<file path="config.mk">
export PLATFORM = sky130hd
export DESIGN_NAME = reg_bank_seq
export DESIGN_NICKNAME = d
export VERILOG_FILES = /design/src/rtl/reg_bank_seq.sv
export SDC_FILE = /design/constraint.sdc
export NUM_CORES = 1
export LEC_CHECK = 0
export ABC_AREA = 0
export CAP_MARGIN = 10
export CORE_MARGIN = 2
export CORE_UTILIZATION = 45
export CTS_CLUSTER_SIZE = 16
export DETAILED_ROUTE_END_ITERATION = 10
export GPL_TIMING_DRIVEN = 0
export PLACE_DENSITY = 0.72
export SLEW_MARGIN = 20
export SYNTH_ARGS = -nofsm -noshare
export SYNTH_HDL_FRONTEND = slang
export SYNTH_SLANG_ARGS = --single-unit
</file>
<file path="constraint.sdc">
create_clock -name clk -period 3.2 [get_ports clk]
set_input_delay 0.64 -clock clk [delete_from_list [all_inputs] [get_ports clk]]
set_output_delay 0.64 -clock clk [all_outputs]
set_load 0.1 [all_outputs]
</file>
<file path="src/rtl/reg_bank_seq.sv">
// Sequencer for a negedge-clocked register bank with shared d/preset/clear lines.
// Runs on posedge so every bank input is stable half a cycle before the bank samples it.

module reg_bank_lane (
   input  logic q,
   input  logic shift_src,
   input  logic data,
   input  logic sel_load,
   input  logic sel_shift,
   input  logic force_en,
   input  logic force_val,
   output logic d,
   output logic nxt
);
   // d is what the bank loads on a 11 line code; nxt is what the cell holds after the edge
   assign d   = sel_load ? data : (sel_shift ? shift_src : q);
   assign nxt = force_en ? force_val : d;
endmodule

module reg_bank_seq #(
   parameter int WIDTH = 8,
   parameter int CNT_W = 4
) (
   input  logic             clk,
   input  logic             reset,
   input  logic             cmd_valid,
   output logic             cmd_ready,
   input  logic [1:0]       cmd_op,
   input  logic [WIDTH-1:0] cmd_data,
   input  logic [CNT_W-1:0] cmd_count,
   output logic [WIDTH-1:0] ff_d,
   output logic             ff_preset,
   output logic             ff_clear,
   output logic             busy,
   output logic             done,
   output logic [WIDTH-1:0] q_mirror
);

   typedef enum logic [1:0] {OP_CLEAR, OP_SET, OP_LOAD, OP_SHIFT} op_e;
   typedef enum logic [1:0] {S_IDLE, S_APPLY, S_SHIFT, S_DONE} state_e;

   typedef struct packed {
      op_e              op;
      logic [WIDTH-1:0] data;
      logic [CNT_W-1:0] cnt;
   } cmd_t;

   state_e           state, state_nxt;
   cmd_t             cmd_q;
   logic             sel_load, sel_shift, force_en, force_val, upd;
   logic [WIDTH-1:0] shift_src, q_nxt;

   // left shift: MSB drops out, serial-in enters at bit 0
   assign shift_src = {q_mirror[WIDTH-2:0], cmd_q.data[0]};

   for (genvar i = 0; i < WIDTH; i++) begin : g_lane
      reg_bank_lane u_lane (
         .q         (q_mirror[i]),
         .shift_src (shift_src[i]),
         .data      (cmd_q.data[i]),
         .sel_load  (sel_load),
         .sel_shift (sel_shift),
         .force_en  (force_en),
         .force_val (force_val),
         .d         (ff_d[i]),
         .nxt       (q_nxt[i])
      );
   end

   assign busy = ~cmd_ready;

   always_comb begin
      state_nxt = state;
      cmd_ready = 1'b0;
      done      = 1'b0;
      ff_preset = 1'b1;
      ff_clear  = 1'b1;
      sel_load  = 1'b0;
      sel_shift = 1'b0;
      force_en  = 1'b0;
      force_val = 1'b0;
      upd       = 1'b0;
      case (state)
         S_IDLE: begin
            cmd_ready = 1'b1;
            if (cmd_valid) begin
               if (cmd_op != OP_SHIFT)  state_nxt = S_APPLY;
               else if (cmd_count != '0) state_nxt = S_SHIFT;
               else                      state_nxt = S_DONE;
            end
         end
         S_APPLY: begin
            upd       = 1'b1;
            state_nxt = S_DONE;
            case (cmd_q.op)
               OP_CLEAR: begin ff_clear  = 1'b0; force_en = 1'b1; force_val = 1'b0; end
               OP_SET:   begin ff_preset = 1'b0; force_en = 1'b1; force_val = 1'b1; end
               OP_LOAD:  sel_load = 1'b1;
               default:  ;
            endcase
         end
         S_SHIFT: begin
            sel_shift = 1'b1;
            upd       = 1'b1;
            if (cmd_q.cnt == CNT_W'(1)) state_nxt = S_DONE;
         end
         S_DONE: begin
            done      = 1'b1;
            state_nxt = S_IDLE;
         end
         default: state_nxt = S_IDLE;
      endcase
      // reset clears the bank at the coming negedge regardless of state
      if (reset) begin
         ff_preset = 1'b1;
         ff_clear  = 1'b0;
      end
   end

   always_ff @(posedge clk) begin
      if (reset) begin
         state    <= S_IDLE;
         q_mirror <= '0;
         cmd_q    <= '0;
      end else begin
         state <= state_nxt;
         if (cmd_valid && cmd_ready)
            cmd_q <= '{op: op_e'(cmd_op), data: cmd_data, cnt: cmd_count};
         else if (state == S_SHIFT)
            cmd_q.cnt <= cmd_q.cnt - CNT_W'(1);
         if (upd) q_mirror <= q_nxt;
      end
   end

endmodule
</file>
==> results.md <==
- Status: complete, no violations
- Hpwl dp: approximately 2.6 mm
- Critical Path Sink Type: primary output
- Initial antenna violation count: 0
- WHS: around 0.47 ns
- Hold Path Depth: 2
- Cell Pwr Density: approximately 880 nW/um2
- Setup tns final: 0 ns
- TritonCTS Sinks: 24
- Total CTS buffers: 3
- Arr. time, crit path: 2.41 ns
- WS Path Type: register to primary output
- Fraction of registers with async set/reset: 0
- 1st-iter DRT viols: 29
- I/O Pins: 38
- Max VDD drop: between 0.4 and 0.5 mV
- Mapped Area: roughly 1400 um2
- Clock tree buffer depth: 2
- Worst-Skew Late Latency: between 0.3 and 0.4 ns
- Die Span Y: 60.65 um
- Core Rows: 20
- Synth Flop Type: dfxtp_1
- Yosys top cell area share: 0.3328
- Clock-pin slew on the worst setup and hold paths: 0.14 ns
- Total gr overflow: 0
- RR Endpoint: q_mirror[2]
- Area delta synth->final: 33.45%
- Hold_buf cts: 0
- Max Clock Freq: 0.3279 GHz
- Unique masters post-synth: 35
- Total power: 1.694 mW
- Post-route insts no fill: 259
- ANT cells: 0
- ANT nets after route: 0
- PnR worst setup slack: 0.1503 ns
- Unrepaired setup endpoints after global routing: false
- Total Wirelength: roughly 3.3 mm
- Setup slack at placement: -0.03052 ns
- Core box area: ~3100 um2
- Final setup violation count: 0
- Die X: just over 60 um
- Mapped Cells: between 150 and 200
- Hold path start: cmd_q[6]
- Post-route DRC violation count: 0
- Worst-margin pin slew: about 1 ns
- # port buffers: 36
- Worst hold endpoint: cmd_q[6]
- H-tree depth: 1
- FF-to-FF path depth: 6
- Synth Warn #: 0
- DR WL/cell: 12.86 um
- Class of the worst hold path: register to register
- CTS root buf: clkbuf_4
- CP Launch Type: register
- Initial DRT Pass Iterations: 4
- Final Hold Fails: 0
- Slew Limit Fails: 0
- Placed cells: approximately 260
- Rel. slew slack: 0.3503
- Reg-to-reg slack, setup: 1.45 ns
- Syn_area_per_cell: approximately 8.3 um2
- Vias: 1307
- Seq/Total Area, Yosys: 0.3328
- Max cap viols: 0
- Share of layout cells above drive strength 1: 0.2000
- Tmin final: 3.050 ns
- Global Route Usage Sum: 0.1929
- Vias in the first global route: approximately 1200
- Largest area contributor in the netlist: dfxtp_1
- Crit path required time: around 2.6 ns
- Initial Utilization: 0.4730
- Postcts setup bufs: 0
- Tcrit/Tclk final: 0.9530
- Post-DR vias/cell: between 5 and 6
- Die area: about 3700 um2
- CP Max Fanout: 10
- R2R Path Start: state[0]
- Final net count: 240
- CTS tree: built
- Setup Skew: roughly 0.0076 ns
- Net Count, Synth: 199
- Placer Congestion: roughly 0.77
- Yosys reg bits: 24
- Top post-synthesis cells by area: dfxtp_1 33%, buf_4 8.8%, nand2_1 8.3%
- Leakage: 0.8428 nW
- Post-synth EDFFs: 0
- Largest net degree at the start of global routing: 15
- First-pass GRT wire length: 5.257 mm
==> critical path, stage by stage (launching register included) <==
cell             delay, ns
dfxtp_1               0.41
inv_1                 0.10
ha_1                  0.23
nand3b_1              0.25
buf_2                 0.27
nand2_1               0.07
o21ai_1               0.12
inv_1                 0.06
buf_4                 0.12
clkdlybuf4s15_2       0.45
==> Yosys cell counts, types with 2 or more instances <==
master,count
inv_1,12
ha_1,7
nand2b_1,4
nor2_1,5
buf_2,3
a211oi_1,3
buf_4,17
xnor2_1,2
o21ai_1,7
dfxtp_1,24
o22ai_1,7
a21oi_2,2
nand2_1,32
clkbuf_1,3
inv_2,2
a21oi_1,18
mux2i_1,9
==> metal layers <==
metal  routed length (um)  up-vias  global-route usage
met2                 1654       32              0.3441
li1                     -      655                   -
met3                  114        5             0.02132
met4                   53        0             0.07453
met1                 1509      615              0.2372
met5                    0        -                   0
==> where the power goes <==
part / total (mW) / leakage, nW / internal (mW) / switching, mW
Clock: 0.226 / 0.0279 / 0.127 / 0.0990
Sequential: 0.414 / 0.196 / 0.358 / 0.0556
Combinational: 1.05 / 0.619 / 0.330 / 0.724
==> flip-flops by register name (all words and copies together) (netlist names) <==
| register | flops |
|---|---|
| cmd_q | 14 |
| q_mirror | 8 |
| state | 2 |
==> cell families after synthesis <==
family | share of synthesized area
compound gates | 0.1932
xor+xnor | 0.01820
fa+ha+maj | 0.06066
buf+inv | 0.1508
flops | 0.3328
mux | 0.07019
simple gates | 0.1742
==> placed cells by master (no fill, tap or decap), types with 2 or more instances in the layout <==
master and count:
a211oi_1 3, a21oi_1 18, a21oi_2 2, buf_2 3, buf_4 17, clkbuf_1 3
clkbuf_4 3, clkdlybuf4s15_2 8, clkdlybuf4s50_1 26, dfxtp_1 24, dlymetal6s2s_1 2, ha_1 7
inv_1 12, inv_2 2, mux2i_1 9, nand2_1 32, nand2b_1 4, nor2_1 5
o21ai_1 7, o22ai_1 7, xnor2_1 2
==> cell type report <==
type,count,area [um2]
clock inverter,1,30.03
sequential,24,480.5
tap,44,55.05
clock buffer,3,22.52
fill,291,1126
inverter,14,52.55
buffer,24,165.2
multi-input combinational,113,745.7
timing repair buffer,36,375.4
==> through the flow <==
stage,area [um2],utilization
2_1_floorplan,1444,-
3_3_place_gp,1859,0.6090
3_5_place_dp,1859,0.6090
4_1_cts,1922,0.6295
5_1_grt,1927,0.6311
6_report,1927,0.6311
==> worst max-delay path by stage <==
stage | start | end | slack [ns] | cells past startpoint
detailed placement | state[1] | ff_d[6] | -0.03 | 8
floorplan | reset | q_mirror[1] | 0.43 | 4
global route | state[1] | ff_d[2] | 0.03 | 9
global placement | state[1] | ff_d[6] | 0.03 | 8
CTS | state[1] | ff_clear | 0.02 | 5
finish | state[1] | ff_d[2] | 0.15 | 9
==> repair_timing <==
item,in CTS,in global routing
gates resized for setup,24,2
hold endpoints to repair,0,0
endpoints found under the setup margin,8,2
cloned,0,0
pin swaps,0,0
No activity file was read; power rests on OpenSTA's default activity.
